===== config.mk =====
export PLATFORM = sky130hd
export DESIGN_NAME = hazard_tracker
export DESIGN_NICKNAME = d
export VERILOG_FILES = /design/src/rtl/hazard_tracker.sv
export SDC_FILE = /design/constraint.sdc
export NUM_CORES = 1
export LEC_CHECK = 0
export CORE_UTILIZATION = 44
export CTS_CLUSTER_SIZE = 25
export DETAILED_ROUTE_END_ITERATION = 8
export GPL_TIMING_DRIVEN = 1
export MAX_ROUTING_LAYER = met4
export PLACE_DENSITY_LB_ADDON = 0.05
export SYNTH_ARGS = -nofsm -noshare
export SYNTH_HDL_FRONTEND = slang
export SYNTH_SLANG_ARGS = --single-unit

===== constraint.sdc =====
create_clock -name clk1 -period 2.8 [get_ports clk1]
set_input_delay 0.84 -clock clk1 [delete_from_list [all_inputs] [get_ports clk1]]
set_output_delay 0.84 -clock clk1 [all_outputs]
set_load 0.05 [all_outputs]

===== src/rtl/hazard_tracker.sv =====
// Purpose: load-use stall and per-source forwarding selects for the ID instruction, shadowing EX..WB with a tag shift register.
// Latency: stall and forwarding selects are combinational from ID inputs and tags; tags advance one stage per clk1 edge.
// Backpressure: stall holds IF/ID and injects a bubble into EX; older tags always advance, and flush kills the ID tag.
module hazard_tracker #(
  parameter int REG_AW     = 5,
  parameter int STAGES     = 3,
  parameter int LOAD_STAGE = 2,
  parameter bit ZERO_REG   = 1'b1,
  parameter int CNT_W      = 16,
  parameter int SW         = $clog2(STAGES + 1)
) (
  input  logic              clk1,
  input  logic              rst,
  input  logic              id_valid,
  input  logic [REG_AW-1:0] id_rs1,
  input  logic [REG_AW-1:0] id_rs2,
  input  logic              id_rs1_used,
  input  logic              id_rs2_used,
  input  logic [REG_AW-1:0] id_rd,
  input  logic              id_we,
  input  logic              id_is_load,
  input  logic              flush,
  output logic              stall,
  output logic [SW-1:0]     fwd_sel1,
  output logic [SW-1:0]     fwd_sel2,
  output logic [CNT_W-1:0]  stall_cnt
);

  // One in-flight instruction tag; index k of the array is pipeline stage k (1 = EX).
  typedef struct packed {
    logic              v;
    logic [REG_AW-1:0] rd;
    logic              we;
    logic              ld;
  } entry_t;

  entry_t            entry_q [1:STAGES];
  entry_t            entry_d [1:STAGES];
  logic [CNT_W-1:0]  stall_cnt_q;
  logic [CNT_W-1:0]  stall_cnt_d;

  logic [SW-1:0]     sel1_raw;
  logic [SW-1:0]     sel2_raw;
  logic              nrdy1;
  logic              nrdy2;

  // True when a tag would supply the value for source address rs.
  function automatic logic tag_hit(input entry_t e, input logic [REG_AW-1:0] rs,
                                   input logic used);
    logic zero_blocked;
    zero_blocked = ZERO_REG && (rs == '0);
    return e.v && e.we && (e.rd == rs) && used && !zero_blocked;
  endfunction

  // Youngest matching producer per source: scan oldest to youngest so the
  // lowest stage index overwrites; only that producer's readiness matters.
  always_comb begin
    sel1_raw = '0;
    sel2_raw = '0;
    nrdy1    = 1'b0;
    nrdy2    = 1'b0;
    for (int k = STAGES; k >= 1; k--) begin
      if (tag_hit(entry_q[k], id_rs1, id_rs1_used)) begin
        sel1_raw = SW'(k);
        nrdy1    = entry_q[k].ld && (k < LOAD_STAGE);
      end
      if (tag_hit(entry_q[k], id_rs2, id_rs2_used)) begin
        sel2_raw = SW'(k);
        nrdy2    = entry_q[k].ld && (k < LOAD_STAGE);
      end
    end
  end

  // Outputs: an empty ID slot never forwards, and a flushed slot never stalls.
  always_comb begin
    fwd_sel1 = id_valid ? sel1_raw : '0;
    fwd_sel2 = id_valid ? sel2_raw : '0;
    stall    = id_valid && !flush && (nrdy1 || nrdy2);
  end

  // Next tag state: everything advances; EX receives the ID tag or a bubble.
  always_comb begin
    for (int k = 1; k <= STAGES; k++) begin
      entry_d[k] = '0;
    end
    for (int k = 2; k <= STAGES; k++) begin
      entry_d[k] = entry_q[k-1];
    end
    if (id_valid && !stall && !flush) begin
      entry_d[1] = '{v: 1'b1, rd: id_rd, we: id_we, ld: id_is_load};
    end
  end

  // Saturating stall-cycle counter; it never wraps back to zero.
  always_comb begin
    stall_cnt_d = stall_cnt_q;
    if (stall && (stall_cnt_q != '1)) begin
      stall_cnt_d = stall_cnt_q + 1'b1;
    end
  end

  // State registers; reset discards all in-flight tags and clears the counter.
  always_ff @(posedge clk1 or negedge rst) begin
    if (!rst) begin
      for (int k = 1; k <= STAGES; k++) begin
        entry_q[k] <= '0;
      end
      stall_cnt_q <= '0;
    end else begin
      for (int k = 1; k <= STAGES; k++) begin
        entry_q[k] <= entry_d[k];
      end
      stall_cnt_q <= stall_cnt_d;
    end
  end

  assign stall_cnt = stall_cnt_q;

endmodule


== Word-level counts from Yosys, hierarchy flattened ==
Cells that the tools add are included.

* Bits in writable memories: 0
* Bits in registers: 38
* Input bits: 23
* Bits in latches: 0
* Output and inout port bits: 21
* Memories kept: 0
* Word-level logic and storage cells: 63
* ROM bits: 0

* Reduce and logical (&&, ||, !) cells: 33
* Shifts and indexed selects: 0
* $mul: 0
* Order comparisons: 0
* Bitwise operators: 0
* Divide/modulo/power cells: 0
* Equal/unequal tests: 7
* Mux-type cells: 11
* $add $sub $neg: 1

{| class="wikitable"
|+ Operators by type and width
! kind !! count
|-
| $eq 5x5->1 || 6
|-
| $logic_and 1x1->1 || 26
|-
| $add 16x1->16 const B || 1
|-
| $mux 2 || 8
|-
| $ne 16x16->1 const B || 1
|-
| $logic_not 5->1 || 2
|-
| $mux 8 || 1
|-
| $logic_not 1->1 || 4
|-
| $mux 1 || 2
|-
| $logic_or 1x1->1 || 1
|}

== Logic depth before layout (Yosys ltp) ==
Gate-level depths: netlist of the first run.

* Depth after elaboration: 11
* Depth in mapped cells: 7
* Mapped depth without buffers: 7

== Worst setup path before layout of the first run ==
OpenSTA, ideal clock, no wires.

* Path kind: input-to-output
* From: input port id_rs1[0]
* To: output port fwd_sel1[0]
* Slack: -929 ps
* Required time: 1,960 ps
* Stages on the path: 5
* Arrival: 2,889 ps
* Path buffers: 0
* Cell sequence: or4_1 > o21ai_1 > nor4_1 > nand2b_1 > a21boi_0

* Cells in the longest elaborated chain, start to end: 8
* Elaborated cells on any way between the ends: 18
* Classes of those cells: 3 x eq/ne; 4 x mux; 11 x reduce/logical

{| class="wikitable"
|+ RTL lines
! element !! RTL line !! source
|-
| start, declared || 15 || <nowiki>input logic [REG_AW-1:0] id_rs1,</nowiki>
|-
| $eq 5x5->1 || 52 || <nowiki>return e.v && e.we && (e.rd == rs) && used && !zero_blocked;</nowiki>
|-
| $logic_and 1x1->1 (3 in series) || 52 ||
|-
| $mux 2 (2 in series) || 63 || <nowiki>if (tag_hit(entry_q[k], id_rs1, id_rs1_used)) begin</nowiki>
|-
| $mux 2 (*) || 63 ||
|-
| $mux 2 (*) || 76 || <nowiki>fwd_sel1 = id_valid ? sel1_raw : '0;</nowiki>
|-
| end, declared || 24 || <nowiki>output logic [SW-1:0] fwd_sel1,</nowiki>
|}

Mark *: on every way between the ends. The rest lies on a longest branch, timed or not.

== Final worst setup path of the first run ==
* From: input port id_rs1[1]
* To: output port fwd_sel1[1]

Same word-level chain as after synthesis.

==> flow_summary.toml, run 1 <==
[pwr]
ir_drop_mv = 0.278
finalPower_w = 0.00116
power.density_nw_per_um2 = 414
cellLeakagePower_nw = 1.16

[setup_path]
required_ps = 1960
worstPathMaxFanout = 4
worst_setup_path_end_kind = "output pin"
max_stage_delay_ps = 540
startpoint_type = "primary input"
ff2ff_path_depth = 8
cp_cell_sequence = "buf_6 > or4_4 > o21ai_4 > or4_4 > o211a_4 > buf_12"
critPathKind = "primary input to output pin"
worst_r2r_endpoint = "stall_cnt[1]$_DFFE_PN0P_"
regToRegSetupSlack_ps = 400
cpMostUsedCell = "or4_4"
arrival_ps = 2270
regToRegStartpoint = "entry_d[11]$_DFF_PN0_"
slowest_stage = "or4_4"

[die]
die_x_um = 66.5
die-area_um2 = 4420
ios = 44
rows = 23
core_um2 = 4000
initial_core_util_pct = 45.7
die_h_um = 66.5

[clocking]
cts_tree = "done"
cts_root_buf = "clkbuf_8"
clock_latency_ps = 290
cts_inserted_buffers = 5
clock-sinks = 38
ctsHoldBuffers = 0
cts.path.max_buffers = 2
h-tree-depth = 2
clkTransAtPathRegs_ps = 80

[timing]
fmax_ghz = 0.321
fin_crit_sh_pct = 111
finalMaxSlewViolations = 0
fin_skew_ps = 5.45
hold_viol_final = 0
fin_ws_ps = -311
worst_pin_slew_ps = 830
max_slew_margin_pct = 44.6
layout_min_cycle_time_ps = 3110
rsz0062_at_grt = "yes"
setup_viol = 5

[finish]
area_growth_syn_to_layout_pct = 53.5
n_antenna_cell = 0
fin_cells = 287
fill_cells = 291
final_layout_size_suffix_gt1_share_pct = 30.0
final_nets = 260

[flow_run]
maxCapViolations = 0

[global_route]
gr-usage-all-layers_pct = 23.2
grt_max_degree = 39
grt-ovfl-total = 0
grt_pass1_wl_um = 7260
grt_pass1_vias = 1562
antenna_found_initial = 0

[place]
hpwl_um = 3260
placedCellCount = 280
io_buffers = 43
place_congestion = 0.876

[synthesis]
synth_seq_cells = 38
ys.flop_type = "dfrtp_1"
synth_top_family_by_area = "XOR/XNOR gates"
synth-simple-area-share_pct = 19.8
ys_top_cells_by_count = "dfrtp_1 (38), xnor2_1 (37), nand2_1 (15), nand4_1 (11)"
synth-edff-count = 0
synthTopCellsByArea = "dfrtp_1 (52%), xnor2_1 (18%), nand4_1 (3.8%), xor2_1 (3.4%), nand2_1 (3.1%)"
synth_area_um2 = 1830
synth_cell_type_count = 29
synth_compound_area_share_pct = 4.65
yosysMostFrequentCell = "dfrtp_1"
synth_top_area_cell = "dfrtp_1"
synth_xor_area_share_pct = 21.1
ys_seq_area_share_pct = 52.0
synthAdderAreaFrac_pct = 0.684
muxShareOfSynthArea_pct = 0.616
async_flop_share_pct = 100
syn-num-nets = 190
syn_inst = 166
synth_area_per_cell_um2 = 11.0
synth_top_area_share_pct = 52.0
yosys_warnings = 0

[drt]
drc = 0
first_pass_iters = 4
via_count = 1464
ant_nets = 0
postRouteWirelength_um = 4300
drtIter0Drc = 78
wl_per_cell_um = 15.0
routed_via_density = 5.10

[worst_hold_path]
min_from = "entry_d[9]$_DFF_PN0_"
hold_class = "flip-flop to flip-flop"
worst_hold_path.endpoint = "entry_d[1]$_DFF_PN0_"
min_delay_path_depth = 0

[run_status]
outcome = "finished, violations left"
violations = "setup timing"
worst max-delay path by stage:
stage	from	endpoint	slack [ps]	depth (start not counted)
CTS	id_rs1[1]	stall	-330	8
floorplan	id_rs1[0]	fwd_sel1[0]	-150	5
global placement	id_rs2[3]	stall	-730	6
detailed placement	id_rs2[4]	stall	-760	6
global route	id_rs1[4]	fwd_sel1[0]	-410	8
finish	id_rs1[1]	fwd_sel1[1]	-310	6
area by class of cell:
type	instances	area [um^2]	area share [%]
inverters	3	11.3	0.401
flip-flops and latches	38	951	33.9
well taps	50	62.6	2.23
repair buffers	65	638	22.7
multi-input cells	123	1030	36.7
clock inverters	3	45.0	1.61
clock buffers	5	68.8	2.45
cell families after synthesis:
kind of cell / count (synthesis)
compound gates: 10
xor+xnor: 44
fa+ha+maj: 1
buf+inv: 5
flops: 38
mux: 1
simple gates: 67
power by group:
group	switching, W	leakage [nW]	total, W	internal [W]
Combinational	0.0000561	0.591	0.000128	0.0000719
Sequential	0.0000129	0.518	0.000574	0.000561
Clock	0.000195	0.0504	0.000460	0.000265
Total	0.000264	1.16	0.00116	0.000898
flip-flops by register name (all words and copies together) (netlist names):
register,cells
entry_d,15
entry_q,7
stall_cnt,16
cells in the final DEF (no fill, tap or decap), types with 3 or more instances in the layout:
master           instances
buf_4                   17
nor2_1                   6
xnor2_1                 31
inv_1                    3
or4_4                    5
xor2_1                   7
nand4_1                 11
nand3_1                  7
nand2_1                 14
clkbuf_8                 5
dfrtp_1                 38
clkdlybuf4s50_1         25
xnor2_2                  6
buf_2                    8
nor3_1                   4
and2_1                   7
buf_12                   6
buf_6                    6
metal layers:
| metal | share of wire (%) | vias to the layer above | global-route usage, % | routed length, um |
|---|---|---|---|---|
| met5 | 0 | - | - | 0 |
| met4 | 1.1 | 0 | 7.18 | 48 |
| met3 | 2.9 | 6 | 4.11 | 126 |
| met2 | 48 | 33 | 36.5 | 2070 |
| met1 | 48 | 712 | 30.5 | 2060 |
| li1 | - | 713 | - | - |
stage by stage:
step | setup TNS, ps | cell area [um^2] | setup slack [ps] | utilization [%] | hold slack (ps)
after floorplan | -604 | 1920 | -151 | - | 354
after detailed placement | -13070 | 2620 | -761 | 65.5 | 364
after CTS | -1530 | 2780 | -331 | 69.4 | 381
after global placement | -11800 | 2620 | -732 | 65.5 | 359
final | -1440 | 2810 | -311 | 70.1 | 379
after global routing | -1760 | 2810 | -414 | 70.1 | 393
critical path: cells and delay by family:
family,cells,cell delay [ps]
simple gates,2,770
buf+inv,2,230
compound gates,2,430
repair_timing:
action,CTS,global route
gates resized for setup,59,7
hold endpoints to repair,0,0
pin swaps,18,9
endpoints found under the setup margin,23,9
gates cloned,0,0
setup buffers,1,0
No activity file was read; power rests on OpenSTA's default activity.
==> run 2: changes to the inputs <==
--- a/config.mk
+++ b/config.mk
@@ -5,10 +5,11 @@
 export SDC_FILE = /design/constraint.sdc
 export NUM_CORES = 1
 export LEC_CHECK = 0
-export CORE_UTILIZATION = 44
+export CORE_UTILIZATION = 49
 export CTS_CLUSTER_SIZE = 25
 export DETAILED_ROUTE_END_ITERATION = 8
 export GPL_TIMING_DRIVEN = 1
+export HOLD_SLACK_MARGIN = 0.02
 export MAX_ROUTING_LAYER = met4
 export PLACE_DENSITY_LB_ADDON = 0.05
 export SYNTH_ARGS = -nofsm -noshare
==> constraint.sdc (replaced) <==
create_clock -name clk1 -period 3.05 [get_ports clk1]
set_input_delay 0.915 -clock clk1 [delete_from_list [all_inputs] [get_ports clk1]]
set_output_delay 0.915 -clock clk1 [all_outputs]
set_load 0.05 [all_outputs]
==> flow_summary.toml, run 2 (synthesized netlist as in run 1, its figures left out) <==
[run_status]
outcome = "finished, violations left"
violations = "setup timing"

[setup_path]
regToRegSetupSlack_ps = 590
cp.depth = 7
regToRegStartpoint = "entry_d[14]$_DFF_PN0_"
critPathKind = "primary input to output pin"
crit_path_end = "fwd_sel1[0]"
required_ps = 2130
worst_setup_path_end_kind = "output pin"
worstSetupStartpoint = "id_rs1[0]"
slowest_stage = "or4_4"
max_stage_delay_ps = 540
cp_cell_sequence = "buf_6 > or4_4 > o21ai_4 > nor4_4 > nand2b_4 > a21boi_4 > buf_12"
crit_buf_inv = 2
arrival_ps = 2380
worstPathMaxFanout = 3
startpoint_type = "primary input"
crit_family = "simple AND/OR/NAND/NOR gates"
worst_r2r_endpoint = "stall_cnt[1]$_DFFE_PN0P_"
ff2ff_path_depth = 7

[clocking]
cts_tree = "done"
clock_latency_ps = 290
clkTransAtPathRegs_ps = 70
cts.path.max_buffers = 2
h-tree-depth = 2
clock-sinks = 38
cts_inserted_buffers = 5
cts_root_buf = "clkbuf_8"

[global_route]
met2_usage_pct = 40.9
antenna_found_initial = 0
grt-ovfl-total = 0
grt_pass1_vias = 1614
gr-usage-all-layers_pct = 25.8
grt_pass1_wl_um = 7570
busiest_layer = "met2"
grt_use_met3_pct = 5.25
use_met1_pct = 32.3
grt_max_degree = 39

[die]
die_h_um = 63.1
die-area_um2 = 3980
ios = 44
rows = 21
die_x_um = 63.1
initial_core_util_pct = 53.1
core_um2 = 3440

[timing]
timing.setup.tns_ps = -967
whs_ps = 378
worst_pin_slew_ps = 823
layout_min_cycle_time_ps = 3290
rsz0062_at_grt = "yes"
fmax_ghz = 0.304
finalMaxSlewViolations = 0
fin_skew_ps = 3.58
max_slew_margin_pct = 45.1
setup_viol = 5
fin_crit_sh_pct = 108
hold_viol_final = 0
fin_ws_ps = -241

[place]
placedCellCount = 274
place_congestion = 0.930
io_buffers = 43
hpwl_um = 3290

[drt]
postRouteWirelength_um = 4660
routed_via_density = 5.32
via_count = 1500
wl_per_cell_um = 16.5
ant_nets = 0
drc = 0
first_pass_iters = 4
drtIter0Drc = 73

[finish]
final_util_pct = 82.4
final_nets = 259
seqCellArea_um2 = 951
area_growth_syn_to_layout_pct = 55.2
largest_reg_flops = 16
final_common_cell = "dfrtp_1"
fin_cells = 282
n_antenna_cell = 0
layout_common_cells = "dfrtp_1 (38), xnor2_1 (29), clkdlybuf4s50_1 (25), nand2_1 (14), buf_6 (14)"
multiInputGateArea_um2 = 1060
fill_cells = 203
final_layout_size_suffix_gt1_share_pct = 30.1

[pwr]
finalPower_w = 0.000989
power.density_nw_per_um2 = 349
ir_drop_mv = 0.285
cellLeakagePower_nw = 1.18

[flow_run]
maxCapViolations = 0

[worst_hold_path]
hold_class = "flip-flop to flip-flop"
## run 2: report_power, final
group          switching [W]  internal (W)  leakage [nW]
logic              0.0000558     0.0000728         0.615
clock network       0.000172      0.000161        0.0452
registers          0.0000125      0.000515         0.518
## run 2: layout make-up
cell class / instances / area share, %
well taps: 46 / 2.03
flip-flops and latches: 38 / 33.5
repair buffers: 64 / 23.6
clock buffers: 6 / 2.56
clock inverters: 2 / 0.485
inverters: 3 / 0.397
multi-input cells: 123 / 37.4
## run 2: how the worst min path moves through the flow
| stage | start | to | slack [ps] | cells past startpoint |
|---|---|---|---|---|
| floorplan | entry_d[9]$_DFF_PN0_ | entry_d[1]$_DFF_PN0_ | 350 | 0 |
| global placement | entry_d[7]$_DFF_PN0_ | entry_q[7]$_DFF_PN0_ | 360 | 0 |
| detailed placement | entry_d[7]$_DFF_PN0_ | entry_q[7]$_DFF_PN0_ | 360 | 0 |
| CTS | entry_d[7]$_DFF_PN0_ | entry_q[7]$_DFF_PN0_ | 380 | 0 |
| global route | entry_d[7]$_DFF_PN0_ | entry_q[7]$_DFF_PN0_ | 390 | 0 |
| finish | entry_d[7]$_DFF_PN0_ | entry_q[7]$_DFF_PN0_ | 380 | 0 |
## run 2: metrics by stage
step / instance area (um^2) / setup slack (ps)
6_report: 2840 / -241
5_1_grt: 2840 / -320
4_1_cts: 2760 / -199
3_5_place_dp: 2600 / -709
3_3_place_gp: 2600 / -631
2_1_floorplan: 1920 / -50.9
## run 2: worst reg2reg max path: stages, from the launching register on
cell and delay (ps):
dfrtp_1 460, xnor2_1 230, nand4_1 130, or4_4 610, buf_4 180, a211oi_4 260
buf_12 160, mux2_1 320
## run 2: timing repair
item | CTS | global route
resized for setup | 64 | 17
pin swaps | 23 | 13
hold buffers | 0 | 0
setup endpoints to repair | 13 | 5
setup buffers | 1 | 0
## run 2: metal layers
metal	vias to the layer above	part of all wire, %	wire, um
met3	13	4.2	194
met1	731	45	2100
met4	0	2.7	127
li1	708	-	-
met5	-	0	0
met2	48	48	2240
==> run 3: changes to the inputs <==
--- a/config.mk
+++ b/config.mk
@@ -5,10 +5,9 @@
 export SDC_FILE = /design/constraint.sdc
 export NUM_CORES = 1
 export LEC_CHECK = 0
-export CORE_UTILIZATION = 49
+export CORE_UTILIZATION = 53
 export CTS_CLUSTER_SIZE = 25
 export DETAILED_ROUTE_END_ITERATION = 8
-export GPL_TIMING_DRIVEN = 1
 export HOLD_SLACK_MARGIN = 0.02
 export MAX_ROUTING_LAYER = met4
 export PLACE_DENSITY_LB_ADDON = 0.05
==> constraint.sdc (replaced) <==
create_clock -name clk1 -period 4.05 [get_ports clk1]
set_input_delay 1.215 -clock clk1 [delete_from_list [all_inputs] [get_ports clk1]]
set_output_delay 1.215 -clock clk1 [all_outputs]
set_load 0.05 [all_outputs]
==> flow_summary.toml, run 3 (synthesized netlist as in run 1, its figures left out) <==
[die]
die-area_um2 = 3690
ios = 44
die_x_um = 60.7
initial_core_util_pct = 58.0
die_h_um = 60.7
rows = 20
core_um2 = 3150

[flow_run]
maxCapViolations = 0

[timing]
max_slew_margin_pct = 65.1
layout_min_cycle_time_ps = 4040
setup_viol = 0
finalMaxSlewViolations = 0
fin_crit_sh_pct = 99.6
fin_skew_ps = 11.6
worst_pin_slew_ps = 522
hold_viol_final = 0
fmax_ghz = 0.248

[finish]
final_nets = 253
n_antenna_cell = 0
fill_cells = 173
final_layout_size_suffix_gt1_share_pct = 21.3
layout_common_cells = "dfrtp_1 (38), xnor2_1 (35), clkdlybuf4s50_1 (28), nand2_1 (15), buf_4 (15)"
final_util_pct = 85.0
largest_reg_flops = 16
area_growth_syn_to_layout_pct = 46.5
final_common_cell = "dfrtp_1"

[clocking]
clock-sinks = 38
cts_root_buf = "clkbuf_4"
cts_inserted_buffers = 5
cts_tree = "done"
cts.path.max_buffers = 2
clock_latency_ps = 350
ctsHoldBuffers = 0
h-tree-depth = 2
clkTransAtPathRegs_ps = 120

[global_route]
grt_pass1_wl_um = 7050
antenna_found_initial = 0
gr-usage-all-layers_pct = 28.3
grt-ovfl-total = 0
grt_max_degree = 39
grt_pass1_vias = 1530

[pwr]
ir_drop_mv = 0.227
finalPower_w = 0.000820
power.density_nw_per_um2 = 306
cellLeakagePower_nw = 1.11

[setup_path]
startpoint_type = "primary input"
arrival_ps = 2820
worstPathMaxFanout = 4
cp_cell_sequence = "clkdlybuf4s15_1 > or4_4 > o21ai_4 > or4_4 > o211a_1 > buf_12"
critPathKind = "primary input to output pin"
crit_buf_inv = 2
required_ps = 2830
max_stage_delay_ps = 580
worst_setup_path_end_kind = "output pin"
slowest_stage = "or4_4"
cpMostUsedCell = "or4_4"
regToRegSetupSlack_ps = 1530
crit_family = "simple AND/OR/NAND/NOR gates"

[drt]
drtIter0Drc = 65
via_count = 1503
drc = 0
routed_via_density = 5.49
postRouteWirelength_um = 4580
wl_per_cell_um = 16.7
ant_nets = 0
first_pass_iters = 4

[place]
io_buffers = 43
place_congestion = 0.909
hpwl_um = 3040

[run_status]
outcome = "complete, no violations"

[worst_hold_path]
hold_class = "flip-flop to flip-flop"
==> run 3: timing repair <==
item                                   in CTS  in global routing
pin swaps                                   9                 12
gates resized for setup                    26                 11
setup endpoints to repair                   5                  5
gates cloned                                0                  0
endpoints found under the hold margin       0                  0
buffers inserted                            1                  0
==> run 3: layout make-up <==
class,instances,area (um^2),area share (%)
multi-input combinational,123,978,36.5
sequential,38,951,35.5
timing repair buffer,58,572,21.3
clock inverter,2,60.1,2.24
tap,44,55.1,2.06
clock buffer,6,51.3,1.91
inverter,3,11.3,0.420
==> run 3: stage by stage <==
step | setup TNS [ps] | setup WS, ps | instance area, um^2 | hold WS [ps] | std cells
2_1_floorplan | 0 | 117 | 1840 | 354 | 166
3_3_place_gp | -971 | -225 | 2470 | 359 | 265
5_1_grt | -3.98 | -2.74 | 2680 | 406 | 274
4_1_cts | 0 | 13.4 | 2670 | 387 | 274
3_5_place_dp | -1080 | -253 | 2470 | 365 | 265
6_report | 0 | 14.8 | 2680 | 378 | 274
==> run 3: worst paths after layout <==
| path | end | from | cells after the start |
|---|---|---|---|
| max in group asynchronous | entry_d[15]$_DFF_PN0_ | rst | 2 |
| min in group asynchronous | entry_q[6]$_DFF_PN0_ | rst | 2 |
| worst max-delay path | fwd_sel1[1] | id_rs1[1] | 6 |
| worst min-delay path | entry_d[7]$_DFF_PN0_ | entry_d[15]$_DFF_PN0_ | 0 |
| worst min register to register | entry_d[7]$_DFF_PN0_ | entry_d[15]$_DFF_PN0_ | 0 |
| worst max register to register | stall_cnt[1]$_DFFE_PN0P_ | entry_d[12]$_DFF_PN0_ | 6 |
==> run 3: worst register-to-register path, stage by stage, from the launching register on <==
cell and delay (ps):
dfrtp_1 470, xnor2_2 220, nand4_1 140, or4_4 550, buf_4 170, a211oi_4 500
mux2_1 380
==> run 3: per-layer routing <==
metal	wire length [um]	up-vias	part of all wire [%]	GRT usage, %
li1	-	694	-	-
met1	1950	742	42	34.3
met2	2300	55	50	44.1
met3	203	12	4.4	7.89
met4	133	0	2.9	12.7
met5	0	-	0	-
==> run 3: report_power, final <==
group	internal (W)	total, W	leakage, nW	switching (W)
logic	0.0000437	0.0000842	0.531	0.0000405
registers	0.000388	0.000396	0.518	0.00000839
clock network	0.000209	0.000339	0.0585	0.000130
total	0.000641	0.000820	1.11	0.000179
